--- config.mk ---
export PLATFORM = sky130hd
export DESIGN_NAME = shift_load_arbiter
export DESIGN_NICKNAME = d
export VERILOG_FILES = /design/src/rtl/shift_load_arbiter.sv
export SDC_FILE = /design/constraint.sdc
export NUM_CORES = 1
export LEC_CHECK = 0
export ABC_AREA = 1
export CORE_MARGIN = 2
export CORE_UTILIZATION = 37
export CTS_CLUSTER_DIAMETER = 200
export CTS_CLUSTER_SIZE = 24
export DETAILED_ROUTE_END_ITERATION = 6
export PLACE_DENSITY = 0.69
export SLEW_MARGIN = 20
export SYNTH_ARGS = -nofsm -noshare
export SYNTH_HDL_FRONTEND = slang
export SYNTH_SLANG_ARGS = --single-unit
--- constraint.sdc ---
create_clock -name clk -period 1 [get_ports clk]
set_clock_uncertainty 0.1 [all_clocks]
set_input_delay 0.2 -clock clk [delete_from_list [all_inputs] [get_ports clk]]
set_output_delay 0.2 -clock clk [all_outputs]
set_load 0.1 [all_outputs]
--- src/rtl/shift_load_arbiter.sv ---
// rtl/shift_load_arbiter.sv - two-requester round-robin parallel-load, MSB-first serial shifter
module shift_load_arbiter #(
    parameter int WIDTH = 4
) (
    input  logic             clk,
    input  logic             rst,
    input  logic [1:0]       req,
    input  logic [WIDTH-1:0] din0,
    input  logic [WIDTH-1:0] din1,
    output logic [1:0]       gnt,
    output logic [WIDTH-1:0] q,
    output logic             sout,
    output logic             sout_valid,
    input  logic             sout_ready,
    output logic             src,
    output logic             busy,
    output logic             done
);

    localparam int CW = $clog2(WIDTH);
    localparam logic [CW-1:0] CNT_LAST = CW'(WIDTH - 1);

    localparam logic [1:0] ST_IDLE  = 2'd0;
    localparam logic [1:0] ST_SHIFT = 2'd1;
    localparam logic [1:0] ST_DONE  = 2'd2;

    logic [1:0]       state_q, state_d;
    logic [CW-1:0]    cnt_q, cnt_d;
    logic             ptr_q, ptr_d;
    logic [WIDTH-1:0] shreg_q, shreg_d;
    logic             src_q, src_d;
    logic [1:0]       gnt_q, gnt_d;
    logic             idx;

    always_comb begin
        state_d = state_q;
        cnt_d   = cnt_q;
        ptr_d   = ptr_q;
        shreg_d = shreg_q;
        src_d   = src_q;
        gnt_d   = 2'b00;
        idx     = 1'b0;
        case (state_q)
            ST_IDLE: begin
                if (req != 2'b00) begin
                    // Contention resolves to the pointer; a lone request wins outright.
                    idx     = (req == 2'b11) ? ptr_q : req[1];
                    shreg_d = idx ? din1 : din0;
                    src_d   = idx;
                    gnt_d   = idx ? 2'b10 : 2'b01;
                    cnt_d   = '0;
                    ptr_d   = ~idx;
                    state_d = ST_SHIFT;
                end
            end
            ST_SHIFT: begin
                if (sout_ready) begin
                    shreg_d = {shreg_q[WIDTH-2:0], 1'b0};
                    if (cnt_q == CNT_LAST) begin
                        cnt_d   = '0;
                        state_d = ST_DONE;
                    end else begin
                        cnt_d = cnt_q + 1'b1;
                    end
                end
            end
            ST_DONE: state_d = ST_IDLE;
            default: state_d = ST_IDLE;
        endcase
    end

    always_ff @(posedge clk) begin
        if (!rst) begin
            state_q <= ST_IDLE;
            cnt_q   <= '0;
            ptr_q   <= 1'b0;
            shreg_q <= '0;
            src_q   <= 1'b0;
            gnt_q   <= 2'b00;
        end else begin
            state_q <= state_d;
            cnt_q   <= cnt_d;
            ptr_q   <= ptr_d;
            shreg_q <= shreg_d;
            src_q   <= src_d;
            gnt_q   <= gnt_d;
        end
    end

    assign gnt        = gnt_q;
    assign q          = shreg_q;
    assign sout       = shreg_q[WIDTH-1];
    assign sout_valid = (state_q == ST_SHIFT);
    assign busy       = (state_q != ST_IDLE);
    assign done       = (state_q == ST_DONE);
    assign src        = src_q;

endmodule

==> out/summary.txt, run 1 <==
status - finished, violations left
failing checks - negative setup slack
pins over their slew limit - 0
Post-Syn Nets - 105
worst-path fanout max - 2
GRT Total Usage - 0.2227
post-synthesis cell type count - 17
Clock Path Buffers - 2
Hold Path Class - primary input to flop
remaining antenna violation count after routing - 0
pwr dens - 1336 nW/um^2
starting DRC count in detailed routing - 19
mux share of post-synthesis cell area - 0
Max Freq - 0.6959 GHz
xor/xnor share of the synthesized area - 0
area share of the largest cell type after synthesis - 0.3879
layout cell share with drive strength beyond 1 - 0.5789
Synth Area in Simple Gates - 0.3212
Crit path largest cell delay - 0.38 ns
max cap viols - 0
clk_lat worst skew - 0.28 ns
die height - 44.92 um
aggregate global routing overflow - 0
endpoints failing hold - 0
drc violations - 0
setup_tns - -4.794 ns
RSZ-0062 raised after global routing - true
area of the core - 1541 um^2
Antenna diodes - 0
First-pass DRT Iterations - 6
Rel. slew slack - 0.7186
vias in the first global route - 730
via density per instance - 5.577
nets@finish - 148
post-detailed-route wirelength per cell - 17.58 um
Sink Count - 12
Synth Area in Compound Gates - 0.1131
adder-cell share of the synthesized area - 0.02020
CTS root buf - clkbuf_4
crit path DAT - 1.14 ns
VDD IR max - 0.0008493 V
IO Port Bufs - 23
Crit. End Element - primary output
routed via count - 831
largest net degree at the start of global routing - 8
num ports - 24
final worst path period share - 1.437
first-pass GRT wire length - 3125 um
post-synthesis sequential area ratio - 0.3879
layout overhead on the synthesized area - 125.1%
post-layout instance count excluding filler cells - 149
Rows - 14
Slew @ Worst Pin - 0.4216 ns
largest area contributor in the netlist - dfxtp_1
LEAKAGE - 0.5905 nW
largest cells by area after synthesis - dfxtp_1, inv_1, nand3_1, a21oi_1, nand2_1
post-synthesis register bit count - 12
type of origin of the critical path - flop
Synth Instances - 91
CTS Buf Count - 3
setup ws final - -0.4370 ns
worst path cell trace - nor2_4 -> buf_6 -> clkinvlp_4 -> buf_12
H-Tree Depth - 1
Setup violations, final - 23
hpwl dp - 1174 um
antenna violations before repair - 0
critical path type - flop to primary output
Tmin final - 1.437 ns
Post-Synthesis Cell Area - 619.3 um^2
Data required, critical path - 0.70 ns
final WL - 2620 um
Die ar. - 2017 um^2
routability cong. - 0.7991
R2R Setup Slk - -0.30 ns
chip width - 44.92 um
Syn Area/Cell - 6.806 um^2
CTS tree - built
DP Cell Count - 138
Yosys warning total - 0
Critical-path top delay cell - dfxtp_4
Initial Utilization - 0.4018
largest family of logic cells by synthesized area - simple AND/OR/NAND/NOR gates
register clock-pin slew on the reported worst setup and hold paths - 0.08 ns
-- cells in the mapped netlist --
master     n
ha_1       1
nand2_2    2
nand3b_1   1
dfxtp_1   12
nor3_1     1
buf_6      1
nor4_1     1
nor2_2     1
inv_1     20
nand3_1   14
inv_2      1
nor2_1     6
nand2_1   13
o21ai_0    2
nand3_2    2
a21oi_1   12
buf_4      1
-- cell families (layout without fill, tap and decap cells) --
family | count (synthesis) | in the layout
AND/OR/NAND/NOR | 41 | 43
AO/OA/AOI/OAI | 14 | 14
adder cells (fa/ha/maj) | 1 | 1
buffers and inverters | 23 | 63
flip-flops | 12 | 12
-- metal layers --
layer	vias up	routed length [um]	GRT usage
li1	376	-	-
met4	0	190	0.1529
met3	18	160	0.03600
met5	-	0	0
met1	382	891	0.2377
met2	55	1378	0.3971
-- final cells by class --
class / instances / area [um^2]
inverter: 21 / 98.84
clock buffer: 4 / 26.28
sequential: 12 / 270.3
timing repair buffer: 38 / 469.2
multi-input combinational: 58 / 509.2
tap: 16 / 20.02
fill: 62 / 147.6
-- power by group --
part | internal (mW) | switching, mW
Clock | 0.155 | 0.190
Sequential | 0.519 | 0.0433
Combinational | 0.369 | 0.586
-- state kept, by name, indices dropped and copies added, names as in the netlist --
register and cells:
cnt_q 2, gnt 2, ptr_q 1, q 4
src 1, state_q 2
-- cells in the final DEF, fill, tap and decap left out, drive strengths merged --
master and instances:
buf 26, inv 19, nand3 17, nand2 16, a21oi 12, dfxtp 12, clkdlybuf4s50 10, nor2 7
clkbuf 4, clkinvlp 2, o21ai 2, dlygate4sd2 2, nand3b 1, nor3 1, nor4 1, ha 1
-- worst max-delay path, delay by kind of cell (launching register included) --
family / cells / cell delay, ns
buf+inv: 3 / 0.36
simple gates: 1 / 0.13
flops: 1 / 0.38
-- stage by stage --
step | power [mW] | area (um^2) | setup WS (ns) | hold WS, ns | util
6_report | 1.862 | 1394 | -0.4370 | 0.4307 | 0.9042
5_1_grt | 1.925 | 1394 | -0.4832 | 0.4352 | 0.9042
4_1_cts | 1.745 | 1305 | -0.4093 | 0.3334 | 0.8466
3_5_place_dp | 1.318 | 1095 | -0.5183 | 0.3737 | 0.7102
3_3_place_gp | 1.308 | 1095 | -0.4669 | 0.3603 | 0.7102
2_1_floorplan | 1.036 | 690.7 | -0.4476 | 0.2132 | -
-- worst paths after layout --
path / from / to / cells past startpoint
worst min register to register: ptr_q / ptr_q / 2
worst max-delay path: state_q[1] / busy / 4
worst max register to register: state_q[0] / q[1] / 7
worst min-delay path: sout_ready / state_q[1] / 3
-- timing repair --
action	in CTS	in global routing
endpoints found under the setup margin	23	23
gates resized for setup	32	24
pin swaps	12	8
hold buffers	0	0
gates cloned	2	0
setup buffers	7	2
No activity file was read; power rests on OpenSTA's default activity.
==> run 2: changes to the inputs <==
- CORE_UTILIZATION: 37 -> 30
- PLACE_DENSITY: 0.69 -> 0.58
==> out/summary.txt, run 2 (same netlist as run 1, synthesis figures left out) <==
status - finished, violations left
failing checks - negative setup slack
Tmin final - 1.406 ns (-0.03053 ns)
hpwl dp - 1265 um (+7.8%)
post-detailed-route wirelength per cell - 12.75 um (-27%)
first-pass GRT wire length - 3450 um (+10%)
cts hold-fix bufs - 0 (unchanged)
antenna violations before repair - 0 (unchanged)
Die ar. - 2444 um^2 (+21%)
crit path DAT - 1.11 ns (-0.03 ns)
CTS Buf Count - 3 (unchanged)
LEAKAGE - 0.6020 nW (+1.9%)
Clk pwr share - 0.209 (+0.024)
final core occ - 0.7003 (-0.2040)
area after detailed placement - 1109 um^2 (+1.3%)
final worst hold slack - 0.3487 ns (-0.08200 ns)
VDD IR max - 0.0006571 V (-23%)
chip width - 49.44 um (+10%)
GRT Total Usage - 0.1882 (-0.03446)
worst-path fanout max - 2 (unchanged)
routed via count - 763 (-8.2%)
Clock Path Buffers - 2 (unchanged)
layout cell share with drive strength beyond 1 - 0.5217 (-0.05721)
remaining antenna violation count after routing - 0 (unchanged)
nets@finish - 153 (+3.4%)
layout overhead on the synthesized area - 121.8%
sw frac - 0.4004 (-0.03946)
clk_lat worst skew - 0.27 ns (about the same)
Rows - 16 (+2)
P_int - 1.103 mW (+5.7%)
IO Port Bufs - 23 (unchanged)
vias in the first global route - 751 (+2.9%)
Setup violations, final - 23 (unchanged)
aggregate global routing overflow - 0 (unchanged)
Pwr Total - 1.839 mW (-1.2%)
DP Cell Count - 149 (+8.0%)
routability cong. - 0.7437 (-6.9%)
P_sw - 0.7364 mW (-10%)
via density per instance - 4.624 (-17%)
commonest cells after routing, fill and taps aside - inv_1, buf_4, nand3_1, clkdlybuf4s50_1, buf_12
starting DRC count in detailed routing - 9 (-10)
die height - 49.44 um (+10%)
RSZ-0062 raised after global routing - true
Data required, critical path - 0.70 ns (about the same)
post-layout instance count excluding filler cells - 165 (+11%)
area of the core - 1962 um^2 (+27%)
type of origin of the critical path - flop
final WL - 2104 um (-20%)
Gate power share - 0.487 (-0.026)
H-Tree Depth - 1 (unchanged)
commonest non-fill, non-tap cell in the layout - inv_1
max cap viols - 0 (unchanged)
largest net degree at the start of global routing - 8 (unchanged)
Rel. slew slack - 0.7968 (+0.07820)
drc violations - 0 (unchanged)
Hold Path Class - primary input to flop
pins over their slew limit - 0 (unchanged)
Slew @ Worst Pin - 0.3044 ns (-0.1172 ns)
First-pass DRT Iterations - 4 (-2)
endpoints failing hold - 0 (unchanged)
number of flip-flops in the largest register - 4 (unchanged)
register clock-pin slew on the reported worst setup and hold paths - 0.07 ns (about the same)
CTS tree - built
final worst path period share - 1.406 (-0.03053)
Max Freq - 0.7110 GHz (+2.2%)
Initial Utilization - 0.3157 (-0.08610)
Flop pwr share - 0.304 (+0.002)
num ports - 24 (unchanged)
Antenna diodes - 0 (unchanged)
setup ws final - -0.4065 ns (+0.03053 ns)
critical path type - flop to primary output
Crit. End Element - primary output
pwr dens - 1339 nW/um^2 (+0.21%)
design area - 1374 um^2 (-1.4%)
Sink Count - 12 (unchanged)
CTS root buf - clkbuf_4
-- run 2: final timing paths --
kind | cells after the start | start | slack (ns) | to
min | 3 | req[1] | 0.35 | gnt[1]
max reg2reg | 8 | state_q[0] | -0.37 | cnt_q[0]
max | 4 | state_q[1] | -0.41 | busy
min reg2reg | 2 | ptr_q | 0.39 | ptr_q
-- run 2: stage by stage --
step | setup WS [ns] | setup TNS, ns
after floorplan | -0.4476 | -2.898
after global placement | -0.4763 | -5.457
after detailed placement | -0.5269 | -5.696
after CTS | -0.3993 | -4.055
after global routing | -0.4490 | -5.695
final | -0.4065 | -4.802
-- run 2: power by group through the flow --
stage | Combinational, mW | Clock, mW | Sequential (mW)
final | 0.895 | 0.385 | 0.559
after global routing | 0.937 | 0.430 | 0.564
after CTS | 0.831 | 0.398 | 0.562
after detailed placement | 0.746 | 0 | 0.572
after global placement | 0.739 | 0 | 0.570
after floorplan | 0.280 | 0 | 0.756
-- run 2: area by class of cell --
type	instances	area, um^2
Inverter	21	88.84
Multi-Input combinational cell	58	430.4
Tap cell	27	33.78
Fill cell	168	588.1
Sequential cell	12	269.0
Timing Repair Buffer	43	515.5
Clock buffer	4	36.28
-- run 2: what timing repair did --
item | in CTS | in global routing
setup buffers | 7 | 5
gates cloned | 2 | 0
setup endpoints to repair | 23 | 23
resized for setup | 18 | 15
pin swaps | 6 | 3
-- run 2: critical path: stages, from the launching register on --
cell and delay, ns:
dfxtp_4 0.36, nor2_4 0.12, buf_6 0.11, clkinvlp_4 0.08
buf_12 0.16
-- run 2: per-layer routing --
layer,up-vias,global-route usage,routed length [um]
li1,389,-,-
met1,342,0.1948,771
met2,27,0.3626,1215
met3,5,0.02147,67
met4,0,0.1019,50
met5,-,0,0
==> run 3: changes to the inputs <==
- HOLD_SLACK_MARGIN: not set -> 0.06
- REMOVE_ABC_BUFFERS: not set -> 1
==> out/summary.txt, run 3 (same netlist as run 1, synthesis figures left out) <==
area after detailed placement - 1042 um^2 (-6.0%)
routed via count - 760 (-0.39%)
commonest cells after routing, fill and taps aside - inv_1, buf_4, buf_12
vias in the first global route - 738 (-1.7%)
remaining antenna violation count after routing - 0 (unchanged)
sw frac - 0.4066 (+0.006179)
num ports - 24 (unchanged)
Max Freq - 0.7551 GHz (+6.2%)
type of origin of the critical path - flop
final worst hold slack - 0.3718 ns (+0.02304 ns)
P_sw - 0.7545 mW (+2.5%)
met3 Usage GRT - 0.03681 (+0.01534)
First-pass DRT Iterations - 4 (unchanged)
Setup violations, final - 23 (unchanged)
status - finished, violations left
clk_lat worst skew - 0.27 ns (about the same)
design area - 1369 um^2 (-0.36%)
nets@finish - 150 (-2.0%)
H-Tree Depth - 1 (unchanged)
RSZ-0062 raised after global routing - true
Sink Count - 12 (unchanged)
aggregate global routing overflow - 0 (unchanged)
starting DRC count in detailed routing - 8 (-1)
final worst path period share - 1.324 (-0.08217)
Data required, critical path - 0.70 ns (about the same)
R2R Setup Slk - -0.24 ns (+0.13 ns)
largest net degree at the start of global routing - 9 (+1)
Clock Path Buffers - 2 (unchanged)
routability cong. - 0.7961 (+7.0%)
most used routing layer - met2
CTS tree - built
pins over their slew limit - 0 (unchanged)
first-pass GRT wire length - 3249 um (-5.8%)
pre-CTS setup slack - -0.4777 ns (+0.04917 ns)
setup ws final - -0.3243 ns (+0.08217 ns)
register clock-pin slew on the reported worst setup and hold paths - 0.08 ns (about the same)
hold path start - ptr_q
setup_tns - -3.861 ns (+0.9404 ns)
worst-path fanout max - 3 (+1)
GRT Total Usage - 0.1733 (-0.01492)
critical path type - flop to primary output
via density per instance - 4.691 (+1.5%)
final WL - 2023 um (-3.8%)
CTS root buf - clkbuf_4
endpoints failing hold - 0 (unchanged)
Hold EP - ptr_q
post-layout instance count excluding filler cells - 162 (-1.8%)
Clk pwr share - 0.212 (+0.003)
Hold Path Class - flop to flop
Initial Utilization - 0.3157 (unchanged)
antenna violations before repair - 0 (unchanged)
Antenna diodes - 0 (unchanged)
Crit Reg-Reg Endpoint - q[2]
failing checks - negative setup slack
pwr dens - 1356 nW/um^2 (+1.3%)
VDD IR max - 0.0008623 V (+31%)
IO Port Bufs - 23 (unchanged)
CTS Buf Count - 3 (unchanged)
area of the core - 1962 um^2 (unchanged)
Slew @ Worst Pin - 0.4490 ns (+0.1446 ns)
Worst Hold Depth - 2 (-1)
commonest non-fill, non-tap cell in the layout - inv_1
max cap viols - 0 (unchanged)
LEAKAGE - 0.6083 nW (+1.1%)
Die ar. - 2444 um^2 (unchanged)
hpwl dp - 1172 um (-7.4%)
Flop pwr share - 0.309 (+0.005)
GR Layer Usage met2 - 0.3018 (-0.06081)
met1 Use GR - 0.2038 (+0.009017)
number of flip-flops in the largest register - 4 (unchanged)
chip width - 49.44 um (unchanged)
layout overhead on the synthesized area - 121.0%
Crit. End Element - primary output
DP Cell Count - 148 (-0.67%)
P_int - 1.101 mW (-0.14%)
Tmin final - 1.324 ns (-0.08217 ns)
layout cell share with drive strength beyond 1 - 0.5926 (+0.07085)
die height - 49.44 um (unchanged)
Rows - 16 (unchanged)
Rel. slew slack - 0.7004 (-0.09648)
drc violations - 0 (unchanged)
Worst R2R Start - state_q[1]
crit path DAT - 1.02 ns (-0.09 ns)
R2R depth - 7 (-1)
post-detailed-route wirelength per cell - 12.49 um (-2.1%)
Gate power share - 0.478 (-0.009)
cts hold-fix bufs - 0 (unchanged)
[run 3: cell count changes in the layout (fill, tap and decap cells not counted), moves of 2 or more]
cell        previous run  this run
dfxtp_2                2        10
dfxtp_4                7         2
a21oi_1                8         5
a21oi_2                4         7
dfxtp_1                3         0
nand2_1               10         7
buf_6                  5         3
clkinvlp_4             2         0
nand2_4                3         5
nor2_2                 0         2
nor2_4                 4         2
[run 3: layout make-up]
cell class | instances | area (um^2)
Sequential cell | 12 | 260.3
Fill cell | 172 | 593.1
Inverter | 21 | 88.84
Tap cell | 27 | 33.78
Timing Repair Buffer | 40 | 476.7
Multi-Input combinational cell | 58 | 473.0
Clock buffer | 4 | 36.28
[run 3: power by group through the flow]
stage | clock (mW) | combinational, mW | sequential [mW]
6_report | 0.394 | 0.888 | 0.574
5_1_grt | 0.432 | 0.931 | 0.578
4_1_cts | 0.405 | 0.837 | 0.568
3_5_place_dp | 0 | 0.722 | 0.569
3_3_place_gp | 0 | 0.716 | 0.567
2_1_floorplan | 0 | 0.200 | 0.779
[run 3: what timing repair did]
item                       CTS  global route
cloned                       2             0
setup endpoints to repair   23            23
buffers inserted             6             2
pin swaps                    7             6
resized for setup           51            14
[run 3: routing by layer]
metal / share of wire / vias up
met5: 0 / -
met4: 0.011 / 0
met3: 0.041 / 2
met2: 0.53 / 23
met1: 0.41 / 354
li1: - / 381
[run 3: through the flow]
stage            util  power, mW
2_1_floorplan       -     0.9797
4_1_cts        0.6601      1.810
5_1_grt        0.6977      1.941
6_report       0.6977      1.856
3_5_place_dp   0.5313      1.290
3_3_place_gp   0.5313      1.283
[run 3: worst max-delay path: stages (launching register included)]
cell     delay (ns)
dfxtp_2        0.35
inv_4          0.08
nand2_2        0.06
inv_2          0.08
buf_12         0.17
[run 3: how the worst max path moves through the flow]
stage               slack [ns]  cells past startpoint    endpoint  startpoint
floorplan                -1.10                      3        q[3]        q[3]
global placement         -0.45                      7         src      req[0]
detailed placement       -0.48                      7        q[0]      req[0]
CTS                      -0.31                      3        done  state_q[1]
global route             -0.37                      4  sout_valid  state_q[1]
finish                   -0.32                      4  sout_valid  state_q[1]
